[config.mk]
export PLATFORM = sky130hd
export DESIGN_NAME = timer_apb_responder
export DESIGN_NICKNAME = d
export VERILOG_FILES = /design/src/rtl/timer_pkg.sv /design/src/rtl/timer_prescaler.sv /design/src/rtl/timer_apb_responder.sv
export SDC_FILE = /design/constraint.sdc
export NUM_CORES = 1
export LEC_CHECK = 0
export CORE_ASPECT_RATIO = 1.1
export CORE_MARGIN = 2
export CORE_UTILIZATION = 42
export DETAILED_ROUTE_END_ITERATION = 7
export GPL_ROUTABILITY_DRIVEN = 0
export HOLD_SLACK_MARGIN = 0.06
export PLACE_DENSITY = 0.76
export REMOVE_ABC_BUFFERS = 1
export SETUP_SLACK_MARGIN = 0.3
export SYNTH_ARGS = -nofsm -noshare
export SYNTH_HDL_FRONTEND = slang
export SYNTH_SLANG_ARGS = --single-unit
[constraint.sdc]
create_clock -name pclk -period 1.74 [get_ports pclk]
set_input_delay 0.348 -clock pclk [delete_from_list [all_inputs] [get_ports pclk]]
set_output_delay 0.348 -clock pclk [all_outputs]
set_load 0.02 [all_outputs]
[src/rtl/timer_pkg.sv]
// Shared definitions for the APB timer: register offsets, control/status bit
// positions, clock-select and bus-phase enumerations, prescaler tick helper.
package timer_pkg;

    // Byte offsets of the mapped registers (paddr[1:0] is never decoded)
    localparam logic [4:0] ADDR_TDR  = 5'h00;
    localparam logic [4:0] ADDR_TCR  = 5'h04;
    localparam logic [4:0] ADDR_TSR  = 5'h08;
    localparam logic [4:0] ADDR_TIER = 5'h0C;
    localparam logic [4:0] ADDR_TCNT = 5'h10;

    // TCR bit positions; unimplemented bits are masked off on write
    localparam int TCR_LOAD = 7;
    localparam int TCR_DIR  = 5;
    localparam int TCR_EN   = 4;
    localparam logic [7:0] TCR_MASK = 8'hB3;

    // TSR bit positions
    localparam int TSR_UDF = 1;
    localparam int TSR_OVF = 0;

    typedef enum logic [1:0] {
        CKS_DIV2  = 2'd0,
        CKS_DIV4  = 2'd1,
        CKS_DIV8  = 2'd2,
        CKS_DIV16 = 2'd3
    } cks_e;

    typedef enum logic [1:0] {
        IDLE   = 2'd0,
        SETUP  = 2'd1,
        ACCESS = 2'd2
    } apb_state_e;

    // True on the last count of the selected divide period
    function automatic logic prescale_tick(input logic [3:0] cnt, input cks_e cks);
        logic hit;
        case (cks)
            CKS_DIV2:  hit = cnt[0];
            CKS_DIV4:  hit = &cnt[1:0];
            CKS_DIV8:  hit = &cnt[2:0];
            CKS_DIV16: hit = &cnt;
            default:   hit = 1'b0;
        endcase
        return hit;
    endfunction

endpackage

[src/rtl/timer_prescaler.sv]
// Free-running 4-bit divider producing a one-cycle tick every 2/4/8/16 clocks.
module timer_prescaler
    import timer_pkg::*;
(
    input  logic pclk,
    input  logic prst,
    input  logic clr,
    input  cks_e cks,
    output logic tick
);

    logic [3:0] div_cnt_r;

    // Divider count, parked at zero while the timer is stopped or loading
    always_ff @(posedge pclk or posedge prst) begin
        if (prst) begin
            div_cnt_r <= 4'd0;
        end else if (clr) begin
            div_cnt_r <= 4'd0;
        end else begin
            div_cnt_r <= div_cnt_r + 4'd1;
        end
    end

    // Tick decoded from the registered count so a same-edge TCR write cannot alter it
    always_comb begin
        tick = prescale_tick(div_cnt_r, cks);
    end

endmodule

[src/rtl/timer_apb_responder.sv]
// APB responder with an 8-bit up/down timer, sticky under/overflow flags and
// a level interrupt. Bus response signals are registered; the write commits
// on the same edge that raises pready.
module timer_apb_responder
    import timer_pkg::*;
#(
    parameter int WAIT_STATES = 0,
    parameter int ADDR_W      = 8
) (
    input  logic              pclk,
    input  logic              prst,
    input  logic              psel,
    input  logic              penable,
    input  logic              pwrite,
    input  logic [ADDR_W-1:0] paddr,
    input  logic [31:0]       pwdata,
    output logic [31:0]       prdata,
    output logic              pready,
    output logic              pslverr,
    output logic              irq
);

    // Wait count value in the last ACCESS cycle before completion
    localparam logic [2:0] WAIT_LAST = (WAIT_STATES == 0) ? 3'd0 : 3'(WAIT_STATES - 1);

    apb_state_e  state_r;
    logic [2:0]  wait_cnt_r;
    logic [7:0]  tdr_r;
    logic [7:0]  tcr_r;
    logic [7:0]  tcnt_r;
    logic [1:0]  tsr_r;
    logic [1:0]  tier_r;

    logic [4:0]  offset_s;
    logic        mapped_s;
    logic [31:0] rdata_s;
    logic        complete_s;
    logic        wr_en_s;
    logic        tick_s;
    logic        presc_clr_s;
    logic [7:0]  tcnt_next_s;
    logic        udf_set_s;
    logic        ovf_set_s;
    logic [1:0]  tsr_keep_s;
    logic        unused_bits_s;

    assign offset_s      = {paddr[4:2], 2'b00};
    assign wr_en_s       = complete_s & pwrite & mapped_s;
    assign presc_clr_s   = tcr_r[TCR_LOAD] | ~tcr_r[TCR_EN];
    assign irq           = |(tsr_r & tier_r);
    assign unused_bits_s = ^{paddr[ADDR_W-1:5], paddr[1:0], pwdata[31:8]};

    timer_prescaler u_prescaler (
        .pclk (pclk),
        .prst (prst),
        .clr  (presc_clr_s),
        .cks  (cks_e'(tcr_r[1:0])),
        .tick (tick_s)
    );

    // Address decode and read mux; unmapped offsets read zero and flag an error
    always_comb begin
        mapped_s = 1'b1;
        rdata_s  = 32'd0;
        case (offset_s)
            ADDR_TDR:  rdata_s = {24'd0, tdr_r};
            ADDR_TCR:  rdata_s = {24'd0, tcr_r};
            ADDR_TSR:  rdata_s = {30'd0, tsr_r};
            ADDR_TIER: rdata_s = {30'd0, tier_r};
            ADDR_TCNT: rdata_s = {24'd0, tcnt_r};
            default: begin
                mapped_s = 1'b0;
                rdata_s  = 32'd0;
            end
        endcase
    end

    // Transfer completes on the edge that will raise pready
    always_comb begin
        if (state_r == IDLE) begin
            complete_s = psel && !penable && (WAIT_STATES == 0);
        end else if (state_r == SETUP) begin
            complete_s = psel && penable && (wait_cnt_r == WAIT_LAST);
        end else begin
            complete_s = 1'b0;
        end
    end

    // Bus phase tracking, wait-state counting and registered response
    always_ff @(posedge pclk or posedge prst) begin
        if (prst) begin
            state_r    <= IDLE;
            wait_cnt_r <= 3'd0;
            pready     <= 1'b0;
            pslverr    <= 1'b0;
            prdata     <= 32'd0;
        end else begin
            pready  <= complete_s;
            pslverr <= complete_s & ~mapped_s;
            prdata  <= (complete_s && !pwrite) ? rdata_s : 32'd0;
            case (state_r)
                IDLE: begin
                    wait_cnt_r <= 3'd0;
                    if (psel && !penable) begin
                        state_r <= (WAIT_STATES == 0) ? ACCESS : SETUP;
                    end else begin
                        state_r <= IDLE;
                    end
                end
                SETUP: begin
                    if (!psel) begin
                        state_r    <= IDLE;
                        wait_cnt_r <= 3'd0;
                    end else if (complete_s) begin
                        state_r <= ACCESS;
                    end else if (penable) begin
                        state_r    <= SETUP;
                        wait_cnt_r <= wait_cnt_r + 3'd1;
                    end else begin
                        state_r <= SETUP;
                    end
                end
                ACCESS: begin
                    state_r    <= IDLE;
                    wait_cnt_r <= 3'd0;
                end
                default: begin
                    state_r    <= IDLE;
                    wait_cnt_r <= 3'd0;
                end
            endcase
        end
    end

    // Counter next value and wrap detection; LOAD overrides counting
    always_comb begin
        tcnt_next_s = tcnt_r;
        udf_set_s   = 1'b0;
        ovf_set_s   = 1'b0;
        if (tcr_r[TCR_LOAD]) begin
            tcnt_next_s = tdr_r;
        end else if (tcr_r[TCR_EN] && tick_s) begin
            if (tcr_r[TCR_DIR]) begin
                tcnt_next_s = tcnt_r - 8'd1;
                udf_set_s   = (tcnt_r == 8'h00);
            end else begin
                tcnt_next_s = tcnt_r + 8'd1;
                ovf_set_s   = (tcnt_r == 8'hFF);
            end
        end else begin
            tcnt_next_s = tcnt_r;
        end
    end

    // Status bits written as 0 are cleared; a hardware set on the same edge wins below
    always_comb begin
        if (wr_en_s && (offset_s == ADDR_TSR)) begin
            tsr_keep_s = tsr_r & pwdata[1:0];
        end else begin
            tsr_keep_s = tsr_r;
        end
    end

    // Register file, counter and sticky flags
    always_ff @(posedge pclk or posedge prst) begin
        if (prst) begin
            tdr_r  <= 8'd0;
            tcr_r  <= 8'd0;
            tier_r <= 2'd0;
            tcnt_r <= 8'd0;
            tsr_r  <= 2'd0;
        end else begin
            if (wr_en_s && (offset_s == ADDR_TDR)) begin
                tdr_r <= pwdata[7:0];
            end
            if (wr_en_s && (offset_s == ADDR_TCR)) begin
                tcr_r <= pwdata[7:0] & TCR_MASK;
            end
            if (wr_en_s && (offset_s == ADDR_TIER)) begin
                tier_r <= pwdata[1:0];
            end
            tcnt_r          <= tcnt_next_s;
            tsr_r[TSR_UDF]  <= tsr_keep_s[TSR_UDF] | udf_set_s;
            tsr_r[TSR_OVF]  <= tsr_keep_s[TSR_OVF] | ovf_set_s;
        end
    end

endmodule

# Word level (Yosys, flattened, before mapping)
# Index checks and enable logic that the tools add are counted.
word_totals:
  register_bits: 68
  latchBits: 0
  ramBits: 0
  romBits: 0
  inputBits: 45
  n_memories: 0
op_classes:
  add_sub_neg: 4
  multipliers: 0
  div_mod_pow: 0
  n_lt_le_gt_ge: 0
  eq_ne: 11
  shift: 0
  mux: 25
  n_bitwise: 10
  n_reduce_logical: 23
op_table:
  columns: ["operator", "count"]
  rows:
  - ["$pmux 8 s5", 1]
  - ["$mux 32", 1]
  - ["$mux 8", 3]
  - ["$mux 3", 4]
  - ["$logic_and 1x1->1", 9]
  - ["$mux 1", 9]
  - ["$add 8x1->8 const B", 1]
  - ["$eq 8x8->1 const B", 1]
  - ["$logic_not 8->1", 1]
  - ["$mux 2", 4]
  - ["$sub 8x1->8 const B", 1]
  - ["$eq 3x2->1 const B", 2]
  - ["$ne 3x3->1 const B", 2]
  - ["$logic_not 5->1", 1]
  - ["$reduce_or 5->1", 1]
  - ["$add 4x1->4 const B", 1]
  - ["$and 2x2->2", 2]
  - ["$eq 2x1->1 const B", 2]
  - ["$eq 2x2->1 const B", 2]
  - ["$logic_not 2->1", 2]
  - ["$mux 4", 1]
  - ["$pmux 1 s4", 1]
  - ["$pmux 2 s2", 1]
  - ["$reduce_and 2->1", 2]
  - ["other kinds (12)", 18]

# Longest topological paths before layout
# Gate-level depths: netlist of run 1.
logic_depth:
  word_depth: 9
  depth_mapped: 7

# Hierarchy
# From an unflattened synthesis of run 1, not the netlist that was laid out.
unflattened:
  hier_cells: 260
  area_unflattened_um2: 2567.5
modules_own_cells:
  columns: ["module", "instances", "cells_each", "area_each_um2"]
  rows:
  - ["timer_apb_responder", 1, 242, 2364.8]
  - ["timer_prescaler", 1, 18, 202.7]

# Least setup slack after synthesis of run 1
# OpenSTA, ideal clock, no wires.
synth_path:
  kind: "register to register"
  from: "register wait_cnt_r[0]"
  to: "register tier_r[0]"
  arrival_time_ps: 1794
  required_ps: 1615
  path_slack_ps: -179
  path_stages_with_launch: 8
  n_path_buf: 0
  synth_period_minus_slack_ps: 1919
  cell_sequence: "dfrtp_1 > inv_1 > ha_1 > and4b_1 > o21ai_4 > nor3b_4 > and3_1 > mux2_2"
synth_via:
  elab_chain_len: 7
synth_lines:
  columns: ["element", "line", "source"]
  rows:
  - ["from (decl)", "timer_apb_responder.sv:27", "logic [2:0] wait_cnt_r;"]
  - ["from (signal assigned)", "timer_apb_responder.sv:118", "wait_cnt_r <= wait_cnt_r + 3'd1;"]
  - ["$logic_not 3->1", "timer_apb_responder.sv:83", "complete_s = psel && penable && (wait_cnt_r == WAIT_LAST);"]
  - ["$logic_and 1x1->1", "timer_apb_responder.sv:83", null]
  - ["$mux 1", "timer_apb_responder.sv:82", "end else if (state_r == SETUP) begin"]
  - ["$mux 1", "timer_apb_responder.sv:80", "if (state_r == IDLE) begin"]
  - ["$and 1x1->1 (2 in series)", "timer_apb_responder.sv:48", "assign wr_en_s = complete_s & pwrite & mapped_s;"]
  - ["$logic_and 1x1->1", "timer_apb_responder.sv:179", "if (wr_en_s && (offset_s == ADDR_TIER)) begin"]
  - ["to (signal assigned)", "timer_apb_responder.sv:180", "tier_r <= pwdata[1:0];"]
  - ["to (decl)", "timer_apb_responder.sv:32", "logic [1:0] tier_r;"]
# No other way between the ends.
# A chain may end at the register's enable or synchronous reset.

# Worst setup path after layout of run 1
layout_path:
  from: "register tcr_r[5]"
  to: "register tcnt_r[7]"
layout_via:
  elab_chain_len: 3
layout_lines:
  columns: ["element", "line", "source"]
  rows:
  - ["from (decl)", "timer_apb_responder.sv:29", "logic [7:0] tcr_r;"]
  - ["from (signal assigned)", "timer_apb_responder.sv:177", "tcr_r <= pwdata[7:0] & TCR_MASK;"]
  - ["$mux 8", "timer_apb_responder.sv:143", "if (tcr_r[TCR_DIR]) begin"]
  - ["$mux 8", "timer_apb_responder.sv:142", "end else if (tcr_r[TCR_EN] && tick_s) begin"]
  - ["$mux 8", "timer_apb_responder.sv:140", "if (tcr_r[TCR_LOAD]) begin"]
  - ["to (signal assigned)", "timer_apb_responder.sv:182", "tcnt_r <= tcnt_next_s;"]
  - ["to (decl)", "timer_apb_responder.sv:30", "logic [7:0] tcnt_r;"]
# No other way between the ends. The select of a mux whose other input is x is not followed.

==> impl_metrics.yaml, run 1 <==
outcome:
  outcome: "finished, violations left"
  violations: "setup timing"
critical_path:
  critical_path.max_stage_delay_ns: 0.46
  chain_of_cells_forming_the_critical_path: "buf_4, ha_4, a211oi_4, nor3b_4, mux2_4, a211o_1, nand3_1"
  worstSetupStartpointType: "flip-flop"
  worst-setup-path-type: "reg2reg"
  critPathArrivalTime_ns: 2.19
  worst_r2r_startpoint: "tcr_r[5]$_DFFE_PP0P_"
  worst_setup_path_end_kind: "flip-flop"
  reg2reg_slack_ns: -0.21
  r2r_end: "tcnt_r[7]$_DFFE_PP0P_"
  timing.critical_path.fanout_max: 5
  worstPathBufferInverterCount: 1
  ff2ff_path_depth: 7
  path_delay_family: "compound AO/OA/AOI/OAI gates"
  worst_ep_required_time_ns: 1.98
  critPathSlowestCell: "sky130_fd_sc_hd__dfrtp_2"
  worst-path-stages: 7
grt:
  first_pass_grt_wire_length_mm: 9.34
  gr-usage-all-layers: 0.180
  grt_pass1_vias: 2066
  antenna_found_initial: 0
  overflow: 0
  grt_max_degree: 45
clock_network:
  clock_insertion_delay_worst_skew_ns: 0.30
  clkSlewWorstSetupHoldPaths_ns: 0.08
  cts.sink_count: 44
  cts_max_path_buffers: 2
  cts_hold_buf: 0
  root_buffer_master: "sky130_fd_sc_hd__clkbuf_8"
  clock_tree_from_tritoncts: "built"
  numCtsBuffers: 5
  htree_num_levels: 2
timing:
  fin_worst_skew_ns: 0.00483
  report.final.hold_viol_count: 0
  totalNegativeSetupSlack_ns: -2.82
  grt_setup_unrepaired: "yes"
  setup_viol: 25
  period_share: 1.12
  fin_hold_ws_ns: 0.392
  final.setup.worst_slack_ns: -0.213
  final_slew_violations: 0
  final_period_minus_worst_setup_slack_ns: 1.95
  clock.fmax_mhz: 512
die:
  core_region_area_mm2: 0.00581
  floorplan.initialDensity: 0.436
  floorplan.io_pins: 80
  die_area_mm2: 0.00666
  floorplan.die.width_um: 78.0
  core.rowCount: 29
  die_h_um: 85.4
power_and_ir_drop:
  power_density_mw_per_mm2: 1040
  cellLeakagePower_nw: 1.73
  ir_drop_mv: 0.518
route:
  post_drt_via_cell_ratio: 5.08
  drt-total-wl_mm: 5.67
  avgRoutedWirePerCell_um: 14.2
  antenna_violating_nets_post_route: 0
  drt_iter0_markers: 151
  routed-via-count: 2031
  drt_drc_violations_left: 0
  dr.pass1.iters: 5
synth:
  top_reg_cell_synth: "sky130_fd_sc_hd__dfrtp_1"
  register_bit_total_from_synthesis: 44
  postSynthAreaPerCell_um2: 10.5
  synth.top_cells.by_area: "sky130_fd_sc_hd__dfrtp_1, sky130_fd_sc_hd__buf_4, sky130_fd_sc_hd__mux2_2, sky130_fd_sc_hd__ha_1, sky130_fd_sc_hd__nor2_1"
  netlist.area_leader.share: 0.435
  count_of_synthesis_stage_warnings_from_yosys: 0
  ys_async_sr_fraction: 1.00
  synth_edf_count: 0
  synth_cell_types: 49
  synth_top_area_cell: "sky130_fd_sc_hd__dfrtp_1"
  syn-cell-area_mm2: 0.00253
  synthCells: 242
  synth_seq_area_share: 0.435
hold_path:
  worst_hold_path_type: "in2async"
layout:
  design.final.nets: 378
  layout.cells.most_common_list: "sky130_fd_sc_hd__dfrtp_1, sky130_fd_sc_hd__buf_4, sky130_fd_sc_hd__conb_1"
  diodes: 0
  layout-area-overhead-vs-synth_pct: 42.5
  final_common_cell: "sky130_fd_sc_hd__dfrtp_1"
  post_route_cells_drive_above_1_share: 0.393
placement:
  port_buffers: 26
  place.detailed.hpwl_mm: 3.84
job:
  max_cap_viol_count: 0
==> Yosys cell counts (5+ instances only) <==
cell and count:
sky130_fd_sc_hd__mux2i_1 6, sky130_fd_sc_hd__inv_1 17, sky130_fd_sc_hd__ha_1 10, sky130_fd_sc_hd__a22oi_1 7, sky130_fd_sc_hd__a21oi_1 10, sky130_fd_sc_hd__nand2_1 10
sky130_fd_sc_hd__xnor2_1 6, sky130_fd_sc_hd__dfrtp_1 44, sky130_fd_sc_hd__o21ai_0 7, sky130_fd_sc_hd__nand3_1 5, sky130_fd_sc_hd__mux2_2 16, sky130_fd_sc_hd__nor2_1 19
sky130_fd_sc_hd__nor2b_1 5, sky130_fd_sc_hd__buf_4 24
==> layer usage <==
metal | up-vias | wire length (um) | track usage
met3 | 9 | 321 | 0.0404
li1 | 964 | - | -
met5 | - | 0 | 0
met1 | 989 | 2260 | 0.213
met4 | 0 | 104 | 0.102
met2 | 69 | 2990 | 0.301
==> power breakdown <==
part           internal, W  switching (W)  leakage, nW
registers          0.00119       0.000191        0.578
logic             0.000928       0.000794         1.11
clock network     0.000324       0.000324       0.0455
total              0.00245        0.00131         1.73
==> cells by family after synthesis <==
family,share of synthesized area
multiplexers,0.104
AO/OA/AOI/OAI,0.119
other,0.00148
XOR/XNOR,0.0277
buffers and inverters,0.103
flip-flops,0.435
adder cells (fa/ha/maj),0.0573
AND/OR/NAND/NOR,0.153
==> registers in the layout, summed over array words and instances (netlist names) <==
register	flops
prdata	8
tcnt_r	8
tdr_r	8
tcr_r	5
u_prescaler.div_cnt_r	4
wait_cnt_r	3
state_r	2
tier_r	2
tsr_r	2
pready	1
pslverr	1
==> cell type report <==
class,count,area (um2)
Sequential cell,44,1100
Tap cell,77,96.3
Multi-Input combinational cell,176,1560
Inverter,17,63.8
Fill cell,449,2200
Timing Repair Buffer,78,699
Clock buffer,8,90.1
==> worst register-to-register path: stages (launching register included) <==
cell and delay (ns):
sky130_fd_sc_hd__dfrtp_2 0.46, sky130_fd_sc_hd__buf_4 0.17, sky130_fd_sc_hd__ha_4 0.24, sky130_fd_sc_hd__a211oi_4 0.30
sky130_fd_sc_hd__nor3b_4 0.07, sky130_fd_sc_hd__mux2_4 0.31, sky130_fd_sc_hd__a211o_1 0.26, sky130_fd_sc_hd__nand3_1 0.08
==> per-stage QoR <==
stage / power [W] / utilization / cell area, um2 / worst slack [ns] / std cells
after floorplan: 0.00214 / - / 2420 / -0.179 / 237
after global placement: 0.00267 / 0.534 / 3100 / -0.397 / 381
after detailed placement: 0.00272 / 0.534 / 3100 / -0.441 / 381
after CTS: 0.00346 / 0.572 / 3320 / -0.176 / 395
after global routing: 0.00403 / 0.621 / 3610 / -0.274 / 400
final: 0.00376 / 0.621 / 3610 / -0.213 / 400
==> worst max-delay path by stage <==
stage	start	to	slack, ns
after floorplan	wait_cnt_r[0]$_DFFE_PP0P_	tier_r[0]$_DFFE_PP0P_	-0.18
after global placement	penable	tcr_r[7]$_DFFE_PP0P_	-0.40
after detailed placement	penable	tcr_r[0]$_DFFE_PP0P_	-0.44
after CTS	u_prescaler.div_cnt_r[1]$_DFF_PP0_	tcnt_r[2]$_DFFE_PP0P_	-0.18
after global routing	wait_cnt_r[0]$_DFFE_PP0P_	tcr_r[0]$_DFFE_PP0P_	-0.27
final	tcr_r[5]$_DFFE_PP0P_	tcnt_r[7]$_DFFE_PP0P_	-0.21
==> what timing repair did <==
| item | in CTS | in global routing |
|---|---|---|
| gates resized for setup | 44 | 49 |
| setup endpoints to repair | 47 | 37 |
| setup buffers | 6 | 5 |
| pin swaps | 9 | 23 |
Note: power is estimated with default switching activity, not from simulation.
==> run 2, diff against run 1 <==
CORE_UTILIZATION = 45   (was 42)
DONT_BUFFER_PORTS = 1   (was not set)
PLACE_DENSITY = not set   (was 0.76)
==> impl_metrics.yaml, run 2 (synthesis gave the netlist of run 1 again) <==
power_and_ir_drop:
  comb_power_share: 0.451
  switchingPower_w: 0.00129
  cellLeakagePower_nw: 1.52
  report.power.total_w: 0.00362
  power_density_mw_per_mm2: 1110
  seq_power_share: 0.380
  swShare: 0.356
  ir_drop_mv: 0.526
  clock_power_share: 0.169
  internal_power_w: 0.00233
clock_network:
  clock_insertion_delay_worst_skew_ns: 0.30
  root_buffer_master: "sky130_fd_sc_hd__clkbuf_8"
  cts.sink_count: 44
  htree_num_levels: 2
  clock_tree_from_tritoncts: "built"
  cts_max_path_buffers: 2
  clkSlewWorstSetupHoldPaths_ns: 0.08
  numCtsBuffers: 5
die:
  floorplan.die.width_um: 75.5
  floorplan.io_pins: 80
  floorplan.initialDensity: 0.469
  die_h_um: 82.7
  core.rowCount: 28
  die_area_mm2: 0.00624
  core_region_area_mm2: 0.00540
timing:
  totalNegativeSetupSlack_ns: -2.55
  max_slew.worst_pin.slew_ns: 0.614
  final_period_minus_worst_setup_slack_ns: 1.93
  fin_worst_skew_ns: 0.00779
  final.setup.worst_slack_ns: -0.194
  clock.fmax_mhz: 517
  setup_viol: 25
  grt_setup_unrepaired: "yes"
  report.final.hold_viol_count: 0
  slew_headroom: 0.586
  final_slew_violations: 0
  period_share: 1.11
route:
  antenna_violating_nets_post_route: 0
  avgRoutedWirePerCell_um: 16.1
  drt_iter0_markers: 76
  dr.pass1.iters: 4
  post_drt_via_cell_ratio: 5.10
  drt-total-wl_mm: 5.85
  drt_drc_violations_left: 0
  routed-via-count: 1855
critical_path:
  path_delay_family: "flip-flops"
  worst_setup_path_end_kind: "flip-flop"
  worst_ep_required_time_ns: 1.98
  worst_r2r_startpoint: "tcr_r[5]$_DFFE_PP0P_"
  timing.critical_path.fanout_max: 4
  worstPathBufferInverterCount: 1
  crit_start: "tcr_r[5]$_DFFE_PP0P_"
  critPathArrivalTime_ns: 2.17
  chain_of_cells_forming_the_critical_path: "buf_6, ha_4, and2_4, nor3b_4, mux2_4, a211o_1, nand3_1"
  worst-setup-path-type: "reg2reg"
  worstSetupStartpointType: "flip-flop"
  critPathSlowestCell: "sky130_fd_sc_hd__dfrtp_2"
  critical_path.max_stage_delay_ns: 0.46
layout:
  final_common_cell: "sky130_fd_sc_hd__dfrtp_1"
  design.final.nets: 345
  finish.instance_area_mm2: 0.00325
  layout-area-overhead-vs-synth_pct: 28.6
  layout.cells.most_common_list: "sky130_fd_sc_hd__dfrtp_1, sky130_fd_sc_hd__buf_4, sky130_fd_sc_hd__conb_1"
  post_route_cells_drive_above_1_share: 0.408
  utilization: 0.603
  diodes: 0
  top_regs: "prdata: 8 flops, tcnt_r: 8 flops, tdr_r: 8 flops"
grt:
  overflow: 0
  antenna_found_initial: 0
  gr-usage-all-layers: 0.196
  first_pass_grt_wire_length_mm: 9.04
  grt_pass1_vias: 1863
  grt_max_degree: 24
outcome:
  violations: "setup timing"
  outcome: "finished, violations left"
placement:
  port_buffers: 0
  postPlaceCellArea_mm2: 0.00280
  place.detailed.hpwl_mm: 4.04
job:
  max_cap_viol_count: 0
hold_path:
  worst_hold_path_type: "in2reg"
  hp-start: "penable"
==> run 2: cell types whose count changed in the layout (fill, tap and decap cells not counted), moves of 2 or more <==
cell	change
sky130_fd_sc_hd__clkdlybuf4s50_1	-13
sky130_fd_sc_hd__nor2_2	-3
sky130_fd_sc_hd__nand3_4	-2
sky130_fd_sc_hd__buf_4	-8
sky130_fd_sc_hd__nor2_4	+3
sky130_fd_sc_hd__nand3_2	+2
sky130_fd_sc_hd__dlygate4sd2_1	-10
sky130_fd_sc_hd__buf_12	-2
sky130_fd_sc_hd__nor2b_2	-2
sky130_fd_sc_hd__nor2b_1	+2
sky130_fd_sc_hd__dlymetal6s2s_1	-2
==> run 2: power by group through the flow <==
stage / Combinational, W / Clock (W) / Sequential [W]
2_1_floorplan: 0.000764 / 0 / 0.00137
3_3_place_gp: 0.00128 / 0 / 0.00137
3_5_place_dp: 0.00131 / 0 / 0.00137
4_1_cts: 0.00156 / 0.000624 / 0.00138
5_1_grt: 0.00178 / 0.000681 / 0.00140
6_report: 0.00163 / 0.000611 / 0.00138
==> run 2: layout make-up <==
type | instances | area (um2)
clock buffers | 6 | 72.6
fillers | 481 | 2140
flip-flops and latches | 44 | 1100
well taps | 75 | 93.8
inverters | 17 | 63.8
repair buffers | 45 | 382
clock inverters | 1 | 5.00
multi-input cells | 176 | 1540
==> run 2: metal layers <==
metal,global-route usage,share of wire,vias up
li1,-,-,894
met2,0.328,0.53,44
met1,0.244,0.41,910
met3,0.0510,0.043,7
met4,0.0649,0.018,0
met5,0,0,-
==> run 2: per-stage QoR <==
step	cells	setup slack [ns]	hold WS [ns]
global placement	350	-0.285	0.294
detailed placement	350	-0.303	0.297
floorplan	237	-0.179	0.447
global route	364	-0.254	0.137
CTS	361	-0.185	0.137
finish	364	-0.194	0.137
==> run 2: path summary, 6_finish.rpt <==
| check | to | slack [ns] | cells past startpoint |
|---|---|---|---|
| max in group asynchronous | tcr_r[5]$_DFFE_PP0P_ | 0.95 | 3 |
| worst min register to register | tdr_r[2]$_DFFE_PP0P_ | 0.56 | 1 |
| min in group asynchronous | prdata[1]$_DFF_PP0_ | 0.53 | 3 |
| worst max register to register | tcnt_r[7]$_DFFE_PP0P_ | -0.19 | 7 |
| worst min-delay path | state_r[0]$_DFF_PP0_ | 0.14 | 1 |
| worst max-delay path | tcnt_r[7]$_DFFE_PP0P_ | -0.19 | 7 |
==> run 2: timing repair <==
action                                  in CTS  in global routing
hold buffers                                 1                  0
gates resized for setup                     49                 26
hold endpoints to repair                    44                  0
buffers inserted                             3                  3
pin swaps                                   30                 12
endpoints found under the setup margin      36                 39
==> run 3, diff against run 2 <==
GPL_ROUTABILITY_DRIVEN = not set   (was 0)
==> results of run 3 <==
The final DEF is identical to that of run 2; final timing and power are the same.
